==> config.mk <==
export PLATFORM = sky130hd
export DESIGN_NAME = red_bbox_tracker
export DESIGN_NICKNAME = d
export VERILOG_FILES = /design/src/rtl/red_bbox_pkg.sv /design/src/rtl/red_run_filter.sv /design/src/rtl/red_bbox_tracker.sv
export SDC_FILE = /design/constraint.sdc
export NUM_CORES = 1
export LEC_CHECK = 0
export ABC_AREA = 0
export CORE_ASPECT_RATIO = 1.5
export CORE_UTILIZATION = 62
export DETAILED_ROUTE_END_ITERATION = 6
export HOLD_SLACK_MARGIN = 0.1
export PLACE_DENSITY = 0.86
export SYNTH_ARGS = -nofsm -noshare
export SYNTH_HDL_FRONTEND = slang
export SYNTH_SLANG_ARGS = --single-unit
==> constraint.sdc <==
create_clock -name clk -period 5.75 [get_ports clk]
set_clock_uncertainty 0.05 [all_clocks]
set_input_delay 0.8625 -clock clk [delete_from_list [all_inputs] [get_ports clk]]
set_output_delay 0.8625 -clock clk [all_outputs]
set_load 0.02 [all_outputs]
==> src/rtl/red_bbox_pkg.sv <==
// Shared widths, default frame geometry and tracker state encoding.
// Latency: n/a (declarations only).
// Backpressure: n/a.
package red_bbox_pkg;
    localparam int COORD_W     = 11;
    localparam int COUNT_W     = 20;
    localparam int RUN_W       = 4;
    localparam int DEF_IMAGE_W = 640;
    localparam int DEF_IMAGE_H = 480;

    typedef enum logic [1:0] {
        IDLE   = 2'd0,
        ACTIVE = 2'd1,
        COMMIT = 2'd2
    } state_t;
endpackage

==> src/rtl/red_run_filter.sv <==
// Horizontal run-length filter: flags red pixels that belong to a run of at least MIN_RUN.
// Latency: combinational strobes for the current beat; run counter updates on the beat's edge.
// Backpressure: none; only advances on pix_vld, so stalls simply hold the run.
// Ports: pix_vld (beat counted as a frame pixel), line_start (beat is column 0),
//        red_sector (pixel class), qualify (pixel is in a long-enough run),
//        first_qualify (this beat is where the run first reaches MIN_RUN).
module red_run_filter
    import red_bbox_pkg::*;
#(
    parameter int MIN_RUN = 4
) (
    input  logic clk,
    input  logic reset_n,
    input  logic pix_vld,
    input  logic line_start,
    input  logic red_sector,
    output logic qualify,
    output logic first_qualify
);
    localparam logic [RUN_W-1:0] RUN_MAX  = RUN_W'(MIN_RUN);
    localparam logic [RUN_W-1:0] RUN_PREV = RUN_W'(MIN_RUN - 1);

    logic [RUN_W-1:0] run_q, run_d, run_cur;

    always_comb begin
        // A line start discards whatever run the previous line ended with.
        run_cur       = line_start ? '0 : run_q;
        run_d         = run_q;
        qualify       = 1'b0;
        first_qualify = 1'b0;
        if (pix_vld) begin
            if (red_sector) begin
                run_d         = (run_cur == RUN_MAX) ? RUN_MAX : run_cur + 1'b1;
                qualify       = (run_d == RUN_MAX);
                first_qualify = (run_cur == RUN_PREV);
            end else begin
                run_d = '0;
            end
        end
    end

    always_ff @(posedge clk or negedge reset_n) begin
        if (!reset_n) run_q <= '0;
        else          run_q <= run_d;
    end
endmodule

==> src/rtl/red_bbox_tracker.sv <==
// Per-frame bounding box of run-filtered red pixels, published once per completed frame.
// Latency: box registered on the edge after the last pixel's edge; bbox_valid pulses one cycle.
// Backpressure: none; in_valid low or non-video beats freeze all state, stalls of any length ok.
// Ports: in_valid/sop/packet_video/red_sector (pixel stream), bbox_* (box of last commit),
//        bbox_found, pixel_count, bbox_valid (commit strobe), frame_count (commits, wrapping).
module red_bbox_tracker
    import red_bbox_pkg::*;
#(
    parameter int IMAGE_W   = DEF_IMAGE_W,
    parameter int IMAGE_H   = DEF_IMAGE_H,
    parameter int MIN_RUN   = 4,
    parameter int MIN_COUNT = 16
) (
    input  logic               clk,
    input  logic               reset_n,
    input  logic               in_valid,
    input  logic               sop,
    input  logic               packet_video,
    input  logic               red_sector,
    output logic [COORD_W-1:0] bbox_left,
    output logic [COORD_W-1:0] bbox_right,
    output logic [COORD_W-1:0] bbox_top,
    output logic [COORD_W-1:0] bbox_bottom,
    output logic               bbox_found,
    output logic [COUNT_W-1:0] pixel_count,
    output logic               bbox_valid,
    output logic [15:0]        frame_count
);
    localparam logic [COORD_W-1:0] X_LAST    = COORD_W'(IMAGE_W - 1);
    localparam logic [COORD_W-1:0] Y_LAST    = COORD_W'(IMAGE_H - 1);
    localparam logic [COORD_W-1:0] RUN_BACK  = COORD_W'(MIN_RUN - 1);
    localparam logic [COUNT_W:0]   INC_FIRST = (COUNT_W + 1)'(MIN_RUN);
    localparam logic [COUNT_W:0]   INC_ONE   = (COUNT_W + 1)'(1);
    localparam logic [COUNT_W-1:0] MIN_CNT   = COUNT_W'(MIN_COUNT);

    state_t             state_q, state_d;
    logic [COORD_W-1:0] x_q, x_d, y_q, y_d;
    logic [COORD_W-1:0] min_x_q, min_x_d, max_x_q, max_x_d;
    logic [COORD_W-1:0] min_y_q, min_y_d, max_y_q, max_y_d;
    logic [COUNT_W-1:0] count_q, count_d;
    logic [COORD_W-1:0] left_q, left_d, right_q, right_d, top_q, top_d, bottom_q, bottom_d;
    logic               found_q, found_d, valid_q, valid_d;
    logic [COUNT_W-1:0] pix_cnt_q, pix_cnt_d;
    logic [15:0]        frame_cnt_q, frame_cnt_d;

    logic               acc_beat, start_beat, pix_vld, last_pix;
    logic               qualify, first_qualify;
    logic [COORD_W-1:0] x_cur, y_cur, x_first;
    logic [COUNT_W:0]   cnt_sum;

    // A sop beat is pixel (0,0) in any state, which covers both the abort
    // (sop while ACTIVE) and the back-to-back (sop during COMMIT) cases.
    assign acc_beat   = in_valid && packet_video;
    assign start_beat = acc_beat && sop;
    assign pix_vld    = start_beat || (acc_beat && (state_q == ACTIVE));
    assign x_cur      = start_beat ? '0 : x_q;
    assign y_cur      = start_beat ? '0 : y_q;
    assign last_pix   = (x_cur == X_LAST) && (y_cur == Y_LAST);
    assign x_first    = x_cur - RUN_BACK;

    red_run_filter #(.MIN_RUN(MIN_RUN)) u_run_filter (
        .clk           (clk),
        .reset_n       (reset_n),
        .pix_vld       (pix_vld),
        .line_start    (x_cur == '0),
        .red_sector    (red_sector),
        .qualify       (qualify),
        .first_qualify (first_qualify)
    );

    always_comb begin
        state_d = (state_q == COMMIT) ? IDLE : state_q;
        if (pix_vld) state_d = last_pix ? COMMIT : ACTIVE;
    end

    always_comb begin
        x_d     = x_q;
        y_d     = y_q;
        min_x_d = start_beat ? '1 : min_x_q;
        max_x_d = start_beat ? '0 : max_x_q;
        min_y_d = start_beat ? '1 : min_y_q;
        max_y_d = start_beat ? '0 : max_y_q;
        count_d = start_beat ? '0 : count_q;
        cnt_sum = '0;
        if (pix_vld) begin
            if (x_cur == X_LAST) begin
                x_d = '0;
                y_d = y_cur + 1'b1;
            end else begin
                x_d = x_cur + 1'b1;
                y_d = y_cur;
            end
            if (qualify) begin
                // Only the run's first qualifying beat can lower min_x: it
                // retroactively admits the MIN_RUN-1 pixels behind it.
                if (first_qualify && (x_first < min_x_d)) min_x_d = x_first;
                if (x_cur > max_x_d) max_x_d = x_cur;
                if (y_cur < min_y_d) min_y_d = y_cur;
                if (y_cur > max_y_d) max_y_d = y_cur;
                cnt_sum = {1'b0, count_d} + (first_qualify ? INC_FIRST : INC_ONE);
                count_d = cnt_sum[COUNT_W] ? '1 : cnt_sum[COUNT_W-1:0];
            end
        end
    end

    always_comb begin
        left_d      = left_q;
        right_d     = right_q;
        top_d       = top_q;
        bottom_d    = bottom_q;
        found_d     = found_q;
        pix_cnt_d   = pix_cnt_q;
        frame_cnt_d = frame_cnt_q;
        valid_d     = 1'b0;
        if (state_q == COMMIT) begin
            valid_d     = 1'b1;
            frame_cnt_d = frame_cnt_q + 1'b1;
            pix_cnt_d   = count_q;
            found_d     = (count_q >= MIN_CNT);
            left_d      = found_d ? min_x_q : '0;
            right_d     = found_d ? max_x_q : '0;
            top_d       = found_d ? min_y_q : '0;
            bottom_d    = found_d ? max_y_q : '0;
        end
    end

    always_ff @(posedge clk or negedge reset_n) begin
        if (!reset_n) begin
            state_q     <= IDLE;
            x_q         <= '0;
            y_q         <= '0;
            min_x_q     <= '1;
            max_x_q     <= '0;
            min_y_q     <= '1;
            max_y_q     <= '0;
            count_q     <= '0;
            left_q      <= '0;
            right_q     <= '0;
            top_q       <= '0;
            bottom_q    <= '0;
            found_q     <= 1'b0;
            pix_cnt_q   <= '0;
            valid_q     <= 1'b0;
            frame_cnt_q <= '0;
        end else begin
            state_q     <= state_d;
            x_q         <= x_d;
            y_q         <= y_d;
            min_x_q     <= min_x_d;
            max_x_q     <= max_x_d;
            min_y_q     <= min_y_d;
            max_y_q     <= max_y_d;
            count_q     <= count_d;
            left_q      <= left_d;
            right_q     <= right_d;
            top_q       <= top_d;
            bottom_q    <= bottom_d;
            found_q     <= found_d;
            pix_cnt_q   <= pix_cnt_d;
            valid_q     <= valid_d;
            frame_cnt_q <= frame_cnt_d;
        end
    end

    assign bbox_left   = left_q;
    assign bbox_right  = right_q;
    assign bbox_top    = top_q;
    assign bbox_bottom = bottom_q;
    assign bbox_found  = found_q;
    assign pixel_count = pix_cnt_q;
    assign bbox_valid  = valid_q;
    assign frame_count = frame_cnt_q;
endmodule

======== Yosys cells after proc, flatten, opt, wreduce, memory -nomap -nowiden ========
Index checks and enable logic that the tools add are counted.
storage, ports and cells
  memories kept ........................... 0
  register bits after elaboration ......... 174
  logic and storage cells ................. 83
  bits in latches ......................... 0
  ROM bits ................................ 0
  bits of input ports ..................... 6
  bits in writable memories ............... 0
  output and inout bits ................... 82
cells by class
  multipliers ............................. 0
  reduce and logical (&&, ||, !) cells .... 8
  add/sub/neg operators ................... 6
  shift-type cells ........................ 0
  bitwise gates (word level) .............. 0
  $lt $le $gt $ge ......................... 5
  eq/ne operators ......................... 7
  mux-type cells .......................... 40
  div/mod/pow operators ................... 0
operators by type and width
  kind                   count
  $mux 11                24
  $mux 20                4
  $add 11x1->11 const B  2
  $gt 11x11->1           2
  $lt 11x11->1           2
  $add 20x3->21          1
  $ge 20x5->1 const B    1
  $add 16x1->16 const B  1
  $mux 4                 3
  $eq 11x10->1 const B   1
  $eq 11x9->1 const B    1
  $logic_not 11->1       1
  $sub 11x2->11 const B  1
  $eq 4x3->1 const B     2
  $mux 2                 3
  $logic_and 1x1->1      5
  $mux 1                 5
  $add 4x1->4 const B    1
  $eq 4x2->1 const B     1
  $mux 3                 1
  $eq 2x1->1 const B     1
  $eq 2x2->1 const B     1
  $reduce_bool 2->1      1
  $logic_or 1x1->1       1

======== Longest topological paths before layout ========
  word-level depth ........................ 13
  mapped depth ............................ 21
  mapped depth without buffers ............ 18

======== Cells and area by module ========
A second synthesis with hierarchy kept.
unflattened totals
  cell total of the unflattened synthesis .. 911
  area total of the unflattened synthesis .. 9042.4 um2
by module, submodules not included
  module            sequential area each (um2)  instances  area an instance (um2)  cells an instance
  red_bbox_tracker  4281.6                      1          8738.4                  876
  red_run_filter    100.1                       1          304.0                   35

======== Worst setup path after synthesis ========
OpenSTA, ideal clock, no wires.
  path kind ............................... input to register
  from .................................... in in_valid
  to ...................................... reg count_q[11]
  arrival ................................. 4464 ps
  buffers on the path ..................... 4
  library setup time ...................... 137 ps
  data required time ...................... 5563 ps
  setup slack ............................. 1099 ps
  cell stages on the path ................. 16
  path through ............................ nand3_1 clkbuf_1 clkbuf_1 nand2_1 ha_1 and3b_1 a22o_1 buf_2 buf_2 o2111a_1 ha_1 a41oi_1 or4_1 nor4_1 xnor2_1 o21ai_0
between the ends
  cells in the longest elaborated chain, start to end .. 13
  elaborated cells between the ends (all ways) .. 22
  those cells by class .................... 2 x add/sub; 3 x eq/ne; 12 x mux; 5 x reduce/logical
ends and longest elaborated chain
  item                    line                     RTL
  start: declaration      red_bbox_tracker.sv:16   input logic in_valid,
  $logic_and 1x1->1 (*)   red_bbox_tracker.sv:53   assign acc_beat = in_valid && packet_video;
  $logic_and 1x1->1       red_bbox_tracker.sv:54   assign start_beat = acc_beat && sop;
  $mux 11                 red_bbox_tracker.sv:56   assign x_cur = start_beat ? '0 : x_q;
  $logic_not 11->1        red_bbox_tracker.sv:65   .line_start (x_cur == '0),
  $mux 4                  red_run_filter.sv:27     run_cur = line_start ? '0 : run_q;
  $eq 4x2->1              red_run_filter.sv:35     first_qualify = (run_cur == RUN_PREV);
  $mux 1                  red_run_filter.sv:32     if (red_sector) begin
  $mux 1                  red_run_filter.sv:31     if (pix_vld) begin
  $mux 3                  red_bbox_tracker.sv:100  cnt_sum = {1'b0, count_d} + (first_qualify ? INC_FIRST : INC_ONE);
  $add 20x3->21           red_bbox_tracker.sv:100
  $mux 20                 red_bbox_tracker.sv:101  count_d = cnt_sum[COUNT_W] ? '1 : cnt_sum[COUNT_W-1:0];
  $mux 20                 red_bbox_tracker.sv:93   if (qualify) begin
  $mux 20 (*)             red_bbox_tracker.sv:85   if (pix_vld) begin
  via count_d[11]         red_bbox_tracker.sv:40   logic [COUNT_W-1:0] count_q, count_d;
  end signal: assignment  red_bbox_tracker.sv:153  count_q <= count_d;
  end: declaration        red_bbox_tracker.sv:40
Mark *: on every way through the listed nets, which the timed path passes. The rest lies on a longest branch.
A chain may end at the register's enable or synchronous reset.

======== Worst setup path after layout ========
  from .................................... in packet_video
  to ...................................... reg count_q[11]
between the ends
  cells in the longest elaborated chain, start to end .. 13
  elaborated cells between the ends (all ways) .. 22
  those cells by class .................... 2 x add/sub; 3 x eq/ne; 12 x mux; 5 x reduce/logical
ends and longest elaborated chain
  item                   line                     RTL
  start: declaration     red_bbox_tracker.sv:18   input logic packet_video,
  $logic_and 1x1->1 (*)  red_bbox_tracker.sv:53
  $logic_and 1x1->1      red_bbox_tracker.sv:54
  $mux 11                red_bbox_tracker.sv:56
  $logic_not 11->1       red_bbox_tracker.sv:65
  $mux 4                 red_run_filter.sv:27
  $eq 4x2->1             red_run_filter.sv:35
  $mux 1                 red_run_filter.sv:32
  $mux 1                 red_run_filter.sv:31
  $mux 3                 red_bbox_tracker.sv:100
  $add 20x3->21          red_bbox_tracker.sv:100
  $mux 20                red_bbox_tracker.sv:101
  $mux 20                red_bbox_tracker.sv:93
  $mux 20 (*)            red_bbox_tracker.sv:85
  via count_d[11]        red_bbox_tracker.sv:40
Marked as above.

==> reports/metrics.cfg <==
[cts]
hold_buffers = 0
postCtsSetupRepairBufs = 0
clk_latency_ns = 0.43
post_cts_resized = 0
cts_num_sinks = 174
cts_inserted_buffers = 17
cts_max_path_buffers = 2
tritoncts = done
clockRootBuffer = clkbuf_16
h-tree-depth = 4
cts.clk_slew.worst_paths_ns = 0.07

[synth]
yosysMostFrequentCell = dfrtp_1
synth_area_um2 = 8890
async_reset_ff_share_pct = 100
synth_edf_count = 0
yosysTopAreaCell = dfrtp_1
syn_nets = 960
synthTopCellsByCount = dfrtp_1 (152), nand2_1 (143), nor2_1 (61)
synthTopCellsByArea = dfrtp_1 (43%), ha_1 (7.2%), dfstp_2 (6.5%)
synth_cell_types = 65
ys_seq_area_share_pct = 49.3
synthCells = 903
synth_warnings = 0
ys_ff_latch = 174
syn_area_per_cell_um2 = 9.84
synth_top_area_share_pct = 42.8
ys.flop_type = dfrtp_1

[route]
viasPerCell = 6.11
via_count = 7229
detail_route.wl_per_cell_um = 18.0
postRouteAntennaNets = 0
drcViolationCount = 0
drtIter0Drc = 365
totalWireLength_um = 21300
drtPass1Iterations = 5

[worst_setup_path]
arrival_ns = 4.84
crit_chain = clkdlybuf4s50_1 > nand3_2 > nand2_1 > ha_1 > and3b_1 > a22oi_1 > and2_1 > ha_1 > o2111a_1 > inv_1 > ha_1 > ha_1 > a21oi_1 > nor3_1 > nand2b_1 > nor2_1 > nand2_1 > o21ai_0
cpMostUsedCell = ha_1
crit_family = simple AND/OR/NAND/NOR gates
crit_path_max_incr_delay_ns = 0.61
cp.required_ns = 6.03
path_max_fanout = 11
crit_path_end_kind = flip-flop
crit_buf_inv = 2
start_kind = input pin
critical_path_class = in -> reg
cp_slowest_cell = clkdlybuf4s50_1
worst-r2r-setup-slack_ns = 1.59
crit_start = packet_video
r2r-start = x_q[3]

[power_and_ir_drop]
powerDensity_nw_per_um2 = 264
power_w = 0.00279
vdd_ir_drop_max_mv = 0.206
p_leak_nw = 5.16

[timing]
post-route-period-util_pct = 79.3
finalHoldViolations = 0
slew_viol_final = 0
min_period_ns = 4.56
whs_ns = 0.388
rsz0062_at_grt = false
finalSetupViolCount = 0
tightest_slew_ns = 0.817
fin_tns_setup_ns = 0
relSlewSlack_pct = 45.6
max_freq_mhz = 219

[placement]
gp_congestion = 0.913
port_buffers = 87
place_hpwl_um = 14600
place_inst = 1152

[die]
start_util_pct = 63.5
ios = 88
die-area_um2 = 14800
core-area_um2 = 14000
die_w_um = 99.8
rows = 53
die_y_um = 149

[grt]
grt_antenna_before_repair = 0
grt_pass1_vias = 7212
grt_pass1_wl_um = 34900
grt_max_degree = 76
grt_usage_pct = 30.4
overflow = 0

[final_layout]
layout.nets = 1036
diodes = 0
drive_above_1_share_pct = 8.67
area_growth_pct = 18.8
instances_no_fill = 1184

[hold_path]
worstHoldPathType = in -> async

[job]
maxCapViolations = 0

[status]
status = finished clean

## layout by cell type (no fill, tap or decap), types with 3 or more instances in the layout
cell type / instances
mux2i_1: 34
a211o_1: 3
nand2_1: 143
a31oi_1: 5
a21oi_1: 31
nand3_1: 38
a22o_1: 45
dfrtp_1: 152
a211oi_1: 3
dfstp_2: 22
inv_8: 3
or4_1: 4
o21ai_0: 42
clkinvlp_4: 3
and3_1: 14
buf_4: 17
xnor2_1: 34
inv_6: 4
o41ai_1: 3
ha_1: 51
nor2_1: 61
nor4_1: 19
clkdlybuf4s50_1: 86
nor3_1: 12
and2_1: 13
a21o_1: 5
clkbuf_16: 17
inv_1: 40
nor2b_1: 5
xor2_1: 8
nand4_1: 15
nand2b_1: 3
## sequential cells by signal, summed over array words and instances, names as in the netlist, 4 cells and up
register	flops
count_q	20
pixel_count	20
frame_count	16
bbox_bottom	11
bbox_left	11
bbox_right	11
bbox_top	11
max_x_q	11
max_y_q	11
min_x_q	11
min_y_q	11
x_q	11
y_q	11
u_run_filter.run_q	4
## layout make-up
cell class                      count  area, um2
Tap cell                          192        240
Multi-Input combinational cell    642       4210
Timing Repair Buffer              104       1000
Sequential cell                   174       4380
Clock inverter                     14        151
Fill cell                         960       3430
Inverter                           40        150
Clock buffer                       18        429
## cell families (layout without fill, tap and decap cells)
kind of cell / Yosys count / after routing / synth area share [%]
multiplexers: 36 / 36 / 4.08
flip-flops: 174 / 174 / 49.3
buffers and inverters: 87 / 176 / 3.84
XOR/XNOR: 42 / 42 / 4.14
adder cells (fa/ha/maj): 51 / 51 / 7.18
AO/OA/AOI/OAI: 165 / 165 / 13.0
AND/OR/NAND/NOR: 348 / 348 / 18.4
## worst reg2reg max path, stage by stage, from the launching register on
cell,delay [ns]
dfrtp_1,0.48
or4_1,0.58
nor2_1,0.30
a22oi_1,0.19
and2_1,0.22
ha_1,0.25
o2111a_1,0.17
inv_1,0.06
ha_1,0.17
ha_1,0.19
a21oi_1,0.10
nor3_1,0.22
nand2b_1,0.19
nor2_1,0.43
nand2_1,0.31
o21ai_0,0.17
## per-layer routing
| layer | up-vias | track usage, % | routed length [um] |
|---|---|---|---|
| met4 | 0 | 18.3 | 1180 |
| met5 | - | 0 | 0 |
| met3 | 82 | 5.12 | 788 |
| met2 | 235 | 53.5 | 11200 |
| li1 | 3349 | - | - |
| met1 | 3563 | 34.0 | 8120 |
## final timing paths
kind | to | depth (start not counted)
max in group asynchronous | y_q[2] | 2
worst max-delay path | count_q[11] | 18
worst min register to register | pixel_count[0] | 2
worst min-delay path | pixel_count[17] | 1
worst max register to register | count_q[11] | 15
min in group clk | pixel_count[0] | 2
## report_power, final
group | leakage [nW] | switching, W | total, W | internal [W]
registers | 2.35 | 0.0000220 | 0.00126 | 0.00124
logic | 2.53 | 0.000242 | 0.000386 | 0.000145
clock network | 0.276 | 0.000528 | 0.00114 | 0.000614
total | 5.16 | 0.000792 | 0.00279 | 0.00200
## through the flow
step                setup slack, ns  util, %  area (um2)
detailed placement            0.791     71.3        9980
global placement               1.00     71.3        9980
finish                         1.19     75.5       10600
CTS                            1.23     75.5       10600
floorplan                      1.10        -        8890
global route                  0.837     75.5       10600
Power figures use the tool's default switching activity.
